$ cat config.mk
export PLATFORM = sky130hd
export DESIGN_NAME = regfile_rmw_master_flat
export DESIGN_NICKNAME = d
export VERILOG_FILES = /design/src/rtl/regfile_rmw_master_pkg.sv /design/src/rtl/regfile_rmw_master_if.sv /design/src/rtl/regfile_rmw_master_byte_merge.sv /design/src/rtl/regfile_rmw_master.sv /design/src/flat_wrapper.sv
export SDC_FILE = /design/constraint.sdc
export NUM_CORES = 1
export LEC_CHECK = 0
export ABC_AREA = 1
export CAP_MARGIN = 25
export CORE_MARGIN = 10
export CORE_UTILIZATION = 42
export DETAILED_ROUTE_END_ITERATION = 8
export PLACE_DENSITY = 0.88
export RECOVER_POWER = 100
export SYNTH_ARGS = -nofsm -noshare
export SYNTH_HDL_FRONTEND = slang
export SYNTH_HIERARCHICAL = 1
export SYNTH_SLANG_ARGS = --single-unit
$ cat constraint.sdc
create_clock -name clk -period 1.5 [get_ports clk]
set_input_delay 0.225 -clock clk [delete_from_list [all_inputs] [get_ports clk]]
set_output_delay 0.225 -clock clk [all_outputs]
set_load 0.03 [all_outputs]
$ cat src/rtl/regfile_rmw_master_pkg.sv
// Shared types for the register-file command master: FSM states, enable
// constants and the command/response records.
package regfile_master_pkg;

  localparam int CMD_ADDR_W = 5;
  localparam int CMD_DATA_W = 32;
  localparam int NBYTES     = 4;

  localparam logic [3:0] BE_FULL = 4'hF;
  localparam logic [1:0] RD_BOTH = 2'b11;

  typedef enum logic [2:0] {
    IDLE,
    RMW_RD,
    WR,
    RD,
    RESP
  } state_e;

  typedef struct packed {
    logic                  write;
    logic [CMD_ADDR_W-1:0] addr;
    logic [NBYTES-1:0]     be;
    logic [CMD_DATA_W-1:0] wdata;
  } cmd_t;

  typedef struct packed {
    logic [CMD_DATA_W-1:0] rdata;
    logic                  err;
  } resp_t;

endpackage

$ cat src/rtl/regfile_rmw_master_if.sv
// Command, response and register-file port bundle; the master modport is the
// view seen by regfile_rmw_master, the slave modport the surrounding system.
interface regfile_rmw_master_if #(
  parameter int ADDR_W = 5,
  parameter int DATA_W = 32
) ();

  logic              cmd_valid;
  logic              cmd_ready;
  logic              cmd_write;
  logic [ADDR_W-1:0] cmd_addr;
  logic [3:0]        cmd_be;
  logic [DATA_W-1:0] cmd_wdata;

  logic              resp_valid;
  logic              resp_ready;
  logic [DATA_W-1:0] resp_rdata;
  logic              resp_err;

  logic [3:0]        rf_wen;
  logic [1:0]        rf_readwen;
  logic [ADDR_W-1:0] rf_raddr1;
  logic [ADDR_W-1:0] rf_raddr2;
  logic [ADDR_W-1:0] rf_waddr;
  logic [DATA_W-1:0] rf_wdata;
  logic [DATA_W-1:0] rf_rdata1;
  logic [DATA_W-1:0] rf_rdata2;

  modport master (
    input  cmd_valid, cmd_write, cmd_addr, cmd_be, cmd_wdata,
    input  resp_ready, rf_rdata1, rf_rdata2,
    output cmd_ready, resp_valid, resp_rdata, resp_err,
    output rf_wen, rf_readwen, rf_raddr1, rf_raddr2, rf_waddr, rf_wdata
  );

  modport slave (
    output cmd_valid, cmd_write, cmd_addr, cmd_be, cmd_wdata,
    output resp_ready, rf_rdata1, rf_rdata2,
    input  cmd_ready, resp_valid, resp_rdata, resp_err,
    input  rf_wen, rf_readwen, rf_raddr1, rf_raddr2, rf_waddr, rf_wdata
  );

endinterface

$ cat src/rtl/regfile_rmw_master_byte_merge.sv
// Per-byte select between new write data and the current register contents.
module byte_merge
  import regfile_master_pkg::*;
(
  input  logic [NBYTES-1:0]   i_be,
  input  logic [8*NBYTES-1:0] i_new,
  input  logic [8*NBYTES-1:0] i_old,
  output logic [8*NBYTES-1:0] o_merged
);

  for (genvar gi = 0; gi < NBYTES; gi++) begin : g_byte
    assign o_merged[8*gi +: 8] = i_be[gi] ? i_new[8*gi +: 8] : i_old[8*gi +: 8];
  end

endmodule

$ cat src/rtl/regfile_rmw_master.sv
// Read / byte-masked-write command master for the 32x32 register file.
// Define RMW_MERGE_EN to preserve unmasked bytes via a read-modify-write pass.
module regfile_rmw_master
  import regfile_master_pkg::*;
#(
  parameter int ADDR_W = CMD_ADDR_W,
  parameter int DATA_W = CMD_DATA_W
) (
  input  logic                 clk,
  input  logic                 reset,
  regfile_rmw_master_if.master bus
);

  state_e            r_state;
  logic [ADDR_W-1:0] r_addr;
  logic [3:0]        r_be;
  logic [DATA_W-1:0] r_merge;
  resp_t             r_resp;
  cmd_t              w_cmd;
  logic [DATA_W-1:0] w_merged;
  logic              w_unused;

  assign w_cmd    = '{write: bus.cmd_write, addr: bus.cmd_addr, be: bus.cmd_be, wdata: bus.cmd_wdata};
  assign w_unused = &{1'b0, bus.rf_rdata2};

  // r_merge still holds the command's write data while in RMW_RD.
  byte_merge u_merge (
    .i_be     (r_be),
    .i_new    (r_merge),
    .i_old    (bus.rf_rdata1),
    .o_merged (w_merged)
  );

  always_ff @(posedge clk) begin
    if (reset) begin
      r_state <= IDLE;
      r_addr  <= '0;
      r_be    <= '0;
      r_merge <= '0;
      r_resp  <= '0;
    end else begin
      case (r_state)
        IDLE: begin
          if (bus.cmd_valid) begin
            r_addr <= w_cmd.addr;
            r_be   <= w_cmd.be;
            r_resp <= '0;
            if (!w_cmd.write) begin
              r_state <= RD;
            end else if (w_cmd.addr == '0 || w_cmd.be == 4'h0) begin
              r_resp.err <= (w_cmd.addr == '0);
              r_state    <= RESP;
            end else if (w_cmd.be == BE_FULL) begin
              r_merge <= w_cmd.wdata;
              r_state <= WR;
            end else begin
              r_merge <= w_cmd.wdata;
`ifdef RMW_MERGE_EN
              r_state <= RMW_RD;
`else
              r_state <= WR;
`endif
            end
          end
        end
        RMW_RD: begin
          r_merge <= w_merged;
          r_state <= WR;
        end
        WR: r_state <= RESP;
        RD: begin
          r_resp.rdata <= (r_addr == '0) ? '0 : bus.rf_rdata1;
          r_state      <= RESP;
        end
        RESP: begin
          if (bus.resp_ready) r_state <= IDLE;
        end
        default: r_state <= IDLE;
      endcase
    end
  end

  // The file writes every edge, so idle cycles park the write on register 0.
  always_comb begin
    bus.rf_wen     = '0;
    bus.rf_readwen = '0;
    bus.rf_raddr1  = '0;
    bus.rf_waddr   = '0;
    bus.rf_wdata   = '0;
    case (r_state)
      RMW_RD: begin
        bus.rf_raddr1  = r_addr;
        bus.rf_readwen = RD_BOTH;
      end
      WR: begin
        bus.rf_waddr = r_addr;
        bus.rf_wdata = r_merge;
`ifdef RMW_MERGE_EN
        bus.rf_wen   = BE_FULL;
`else
        bus.rf_wen   = r_be;
`endif
      end
      RD: begin
        if (r_addr != '0) begin
          bus.rf_raddr1  = r_addr;
          bus.rf_readwen = RD_BOTH;
        end
      end
      default: ;
    endcase
  end

  assign bus.rf_raddr2  = '0;
  assign bus.cmd_ready  = (r_state == IDLE);
  assign bus.resp_valid = (r_state == RESP);
  assign bus.resp_rdata = r_resp.rdata;
  assign bus.resp_err   = r_resp.err;

endmodule

$ cat src/flat_wrapper.sv
// flat-port wrapper written by rule: the top's interface ports become plain ports
module regfile_rmw_master_flat import regfile_master_pkg::*;
#(
  parameter int ADDR_W = CMD_ADDR_W,
  parameter int DATA_W = CMD_DATA_W
)
  (clk, reset, bus_cmd_valid, bus_cmd_write, bus_cmd_addr, bus_cmd_be, bus_cmd_wdata, bus_resp_ready, bus_rf_rdata1, bus_rf_rdata2, bus_cmd_ready, bus_resp_valid, bus_resp_rdata, bus_resp_err, bus_rf_wen, bus_rf_readwen, bus_rf_raddr1, bus_rf_raddr2, bus_rf_waddr, bus_rf_wdata);
  regfile_rmw_master_if #(.ADDR_W(ADDR_W), .DATA_W(DATA_W)) bus_i ();
  input  logic clk;
  input  logic reset;
  input wire logic [$bits(bus_i.cmd_valid)-1:0] bus_cmd_valid;
  input wire logic [$bits(bus_i.cmd_write)-1:0] bus_cmd_write;
  input wire logic [$bits(bus_i.cmd_addr)-1:0] bus_cmd_addr;
  input wire logic [$bits(bus_i.cmd_be)-1:0] bus_cmd_be;
  input wire logic [$bits(bus_i.cmd_wdata)-1:0] bus_cmd_wdata;
  input wire logic [$bits(bus_i.resp_ready)-1:0] bus_resp_ready;
  input wire logic [$bits(bus_i.rf_rdata1)-1:0] bus_rf_rdata1;
  input wire logic [$bits(bus_i.rf_rdata2)-1:0] bus_rf_rdata2;
  output wire logic [$bits(bus_i.cmd_ready)-1:0] bus_cmd_ready;
  output wire logic [$bits(bus_i.resp_valid)-1:0] bus_resp_valid;
  output wire logic [$bits(bus_i.resp_rdata)-1:0] bus_resp_rdata;
  output wire logic [$bits(bus_i.resp_err)-1:0] bus_resp_err;
  output wire logic [$bits(bus_i.rf_wen)-1:0] bus_rf_wen;
  output wire logic [$bits(bus_i.rf_readwen)-1:0] bus_rf_readwen;
  output wire logic [$bits(bus_i.rf_raddr1)-1:0] bus_rf_raddr1;
  output wire logic [$bits(bus_i.rf_raddr2)-1:0] bus_rf_raddr2;
  output wire logic [$bits(bus_i.rf_waddr)-1:0] bus_rf_waddr;
  output wire logic [$bits(bus_i.rf_wdata)-1:0] bus_rf_wdata;
  assign bus_i.cmd_valid = bus_cmd_valid;
  assign bus_i.cmd_write = bus_cmd_write;
  assign bus_i.cmd_addr = bus_cmd_addr;
  assign bus_i.cmd_be = bus_cmd_be;
  assign bus_i.cmd_wdata = bus_cmd_wdata;
  assign bus_i.resp_ready = bus_resp_ready;
  assign bus_i.rf_rdata1 = bus_rf_rdata1;
  assign bus_i.rf_rdata2 = bus_rf_rdata2;
  assign bus_cmd_ready = bus_i.cmd_ready;
  assign bus_resp_valid = bus_i.resp_valid;
  assign bus_resp_rdata = bus_i.resp_rdata;
  assign bus_resp_err = bus_i.resp_err;
  assign bus_rf_wen = bus_i.rf_wen;
  assign bus_rf_readwen = bus_i.rf_readwen;
  assign bus_rf_raddr1 = bus_i.rf_raddr1;
  assign bus_rf_raddr2 = bus_i.rf_raddr2;
  assign bus_rf_waddr = bus_i.rf_waddr;
  assign bus_rf_wdata = bus_i.rf_wdata;
  regfile_rmw_master #(.ADDR_W(ADDR_W), .DATA_W(DATA_W)) u_core (.clk(clk), .reset(reset), .bus(bus_i));
endmodule
==> results.json <==
{
  "slowest_stage": "dfxtp_4",
  "num_io_pins": 198,
  "wire_per_inst_um": 14.7,
  "cts_buffers": 9,
  "setup_viol": 48,
  "avgSynthCellArea_sq_um": 5.91,
  "htreeDepth": 3,
  "gr-usage-met2_pct": 32.8,
  "top_usage_layer": "met2",
  "arrival_ps": 1380,
  "synth.largest_area_cell": "dfxtp_1",
  "syn_to_final_growth_pct": 58.7,
  "syn_inst": 735,
  "fin_crit_ps": 1610,
  "syn_area_sq_um": 4350,
  "yosysMostFrequentCell": "nand2_1",
  "synth_async_sr_flop_share_pct": 0,
  "drt_wl_total_um": 15300,
  "drc_errors": 0,
  "min_path_type": "primary input to register",
  "met1_usage_pct": 22.8,
  "cts_sinks": 77,
  "layout.nets": 1013,
  "layout_setup_ws_ps": -108,
  "groute.usage.overall_pct": 18.8,
  "rr_worst_depth": 8,
  "cp.required_ps": 1270,
  "grt_antenna_before_repair": 0,
  "clock_path_buffers": 2,
  "diodes": 0,
  "hold_depth": 2,
  "dr_total_vias": 4977,
  "critPathKind": "register to output pin",
  "ys_top_cells_by_count": "nand2_1, inv_1, nor2_1",
  "drv_cap": 0,
  "grtUsageMet3_pct": 5.46,
  "dp.cells": 1012,
  "vias_per_cell": 4.77,
  "port_buffers": 160,
  "power.density_nw_per_um2": 1310,
  "r2r_start": "u_core/r_state[1]$_SDFFE_PP0P_",
  "grt.overflow.total": 0,
  "ys.flop_type": "dfxtp_1",
  "cpPeakStageDelay_ps": 370,
  "synth.top_cell.area_share_pct": 35.5,
  "coreArea_sq_um": 10200,
  "grt_pass1_vias": 4766,
  "ys_types": 22,
  "layout.cells.non_filler": 1043,
  "drtAntennaViolNets": 0,
  "slew_violations": 0,
  "yosys_warnings": 6,
  "drive_gt1_share_pct": 21.2,
  "cts_root_buf": "clkbuf_8",
  "cp_max_fo": 12,
  "seq_area_frac_synth_pct": 35.5,
  "dr.pass1.iters": 4,
  "p_leak_nw": 3.33,
  "hold_viol": 0,
  "cp-start-kind": "register",
  "fmax_ghz": 0.622,
  "violations": "negative setup slack",
  "dp_hpwl_um": 10200,
  "die-width_um": 122,
  "timing.final.crit_share_pct": 107,
  "crit_chain": "inv_6 -> nand3_4 -> buf_6 -> nor2_1 -> buf_4",
  "worstPathBufferInverterCount": 3,
  "insertion_delay_ps": 330,
  "ys_ff_latch": 77,
  "grt_pass1_wl_um": 23200,
  "rsz0062_at_grt": "true",
  "fp.dieArea_sq_um": 14800,
  "r2r-end": "u_core/r_merge[20]$_SDFFE_PP0P_",
  "crit_family": "buffers and inverters",
  "grt_start_max_net_pins": 35,
  "place.gp.congestion": 0.828,
  "die_h_um": 122,
  "vdd_ir_drop_max_mv": 0.855,
  "tritoncts": "yes",
  "fin_skew_ps": 7.80,
  "holdWs_ps": 112,
  "first_iter_violations": 451,
  "num_rows": 37,
  "outcome": "complete, but fails checks",
  "synth_edf_count": 0,
  "synthTopCellsByArea": "dfxtp_1, nand2_1, a21oi_1",
  "start_util_pct": 42.7,
  "hp-start": "reset",
  "endpoint_kind": "output pin",
  "dp_slack_ps": -118,
  "min_to": "u_core/bus.resp_rdata[0]$_SDFFE_PP0P_",
  "clk_pin_slew_ps": 80,
  "reg2reg_slack_ps": -10
}
where the power goes:
group | switching, W | internal (W) | total (W)
clock network | 0.000758 | 0.00131 | 0.00207
registers | 0.000324 | 0.00240 | 0.00272
logic | 0.00243 | 0.00182 | 0.00426
worst reg2reg max path: cells and delay by family, from the launching register on:
kind	cells	cell delay, ps
buf+inv	3	440
flops	1	370
simple gates	3	350
compound gates	2	250
worst max path at each step:
stage               cells past startpoint                              end                      startpoint
finish                                  5                  bus_rf_waddr[0]  u_core/r_state[2]$_SDFFE_PP0P_
global route                            5                  bus_rf_waddr[0]  u_core/r_state[2]$_SDFFE_PP0P_
CTS                                     5                 bus_rf_wdata[24]  u_core/r_state[2]$_SDFFE_PP0P_
detailed placement                      9  u_core/r_merge[20]$_SDFFE_PP0P_                 bus_cmd_addr[1]
global placement                        9  u_core/r_merge[21]$_SDFFE_PP0P_                 bus_cmd_addr[1]
floorplan                              10  u_core/r_merge[22]$_SDFFE_PP0P_  u_core/r_state[0]$_SDFFE_PP0P_
registers in the layout, indices dropped and copies added, names as in the netlist:
name,count
u_core/r_state,3
u_core/bus.resp_err,1
u_core/bus.resp_rdata,32
u_core/r_be,4
u_core/r_addr,5
u_core/r_merge,32
cells in the final DEF (no fill, tap or decap), types with 2 or more instances in the layout:
cell	n
nand2_1	233
inv_1	92
clkdlybuf4s50_1	76
dfxtp_1	72
a21oi_1	65
nor2_1	60
buf_4	41
buf_6	34
nand3_1	34
dlygate4sd2_1	33
o21ai_1	33
inv_2	24
nor2_2	18
nor2_4	12
buf_12	11
clkbuf_8	10
a21oi_2	9
o21ai_0	8
conb_1	5
bufinv_16	4
clkbuf_16	4
dfxtp_2	4
nand2_2	3
nand3_4	3
clkbuf_1	2
inv_4	2
nand2_8	2
nor3_2	2
per-layer routing:
metal	wire length [um]	share of wire, %	vias to the layer above
met5	0	0	-
met4	119	0.78	0
met3	1240	8.1	10
met2	7570	50	176
met1	6360	42	2249
li1	-	-	2542
kinds of logic (layout without fill, tap and decap cells):
kind of cell           count (synthesis)  count (layout)  share of synthesized area, %
other                                  1               5                        0.0863
buffers and inverters                169             337                          17.2
AOI/OAI and AO/OA                    118             118                          13.7
and+or+nand+nor                      370             370                          33.6
DFF                                   77              77                          35.5
stage by stage:
stage / util, % / cell area, sq um / TNS [ps] / total power [W]
2_1_floorplan: - / 4360 / 0 / 0.00492
3_3_place_gp: 59.3 / 6040 / -1930 / 0.00593
3_5_place_dp: 59.3 / 6040 / -3510 / 0.00600
4_1_cts: 63.7 / 6490 / -2990 / 0.00830
5_1_grt: 67.7 / 6900 / -9370 / 0.00963
6_report: 67.7 / 6900 / -2460 / 0.00905
timing repair:
action / 4_1_cts / 5_1_grt
setup endpoints to repair: 76 / 121
buffers inserted: 5 / 4
resized for setup: 80 / 77
pin swaps: 4 / 6
hold buffers: 0 / 0
gates cloned: 1 / 6
layout make-up:
cell class                      instances  area (sq um)
Fill cell                             875          3290
Multi-Input combinational cell        493          2340
Timing Repair Buffer                  203          2120
Sequential cell                        77          1550
Inverter                              119           457
Tap cell                              136           170
Clock buffer                           11           141
Clock inverter                          4           120
Power figures use the tool's default switching activity.
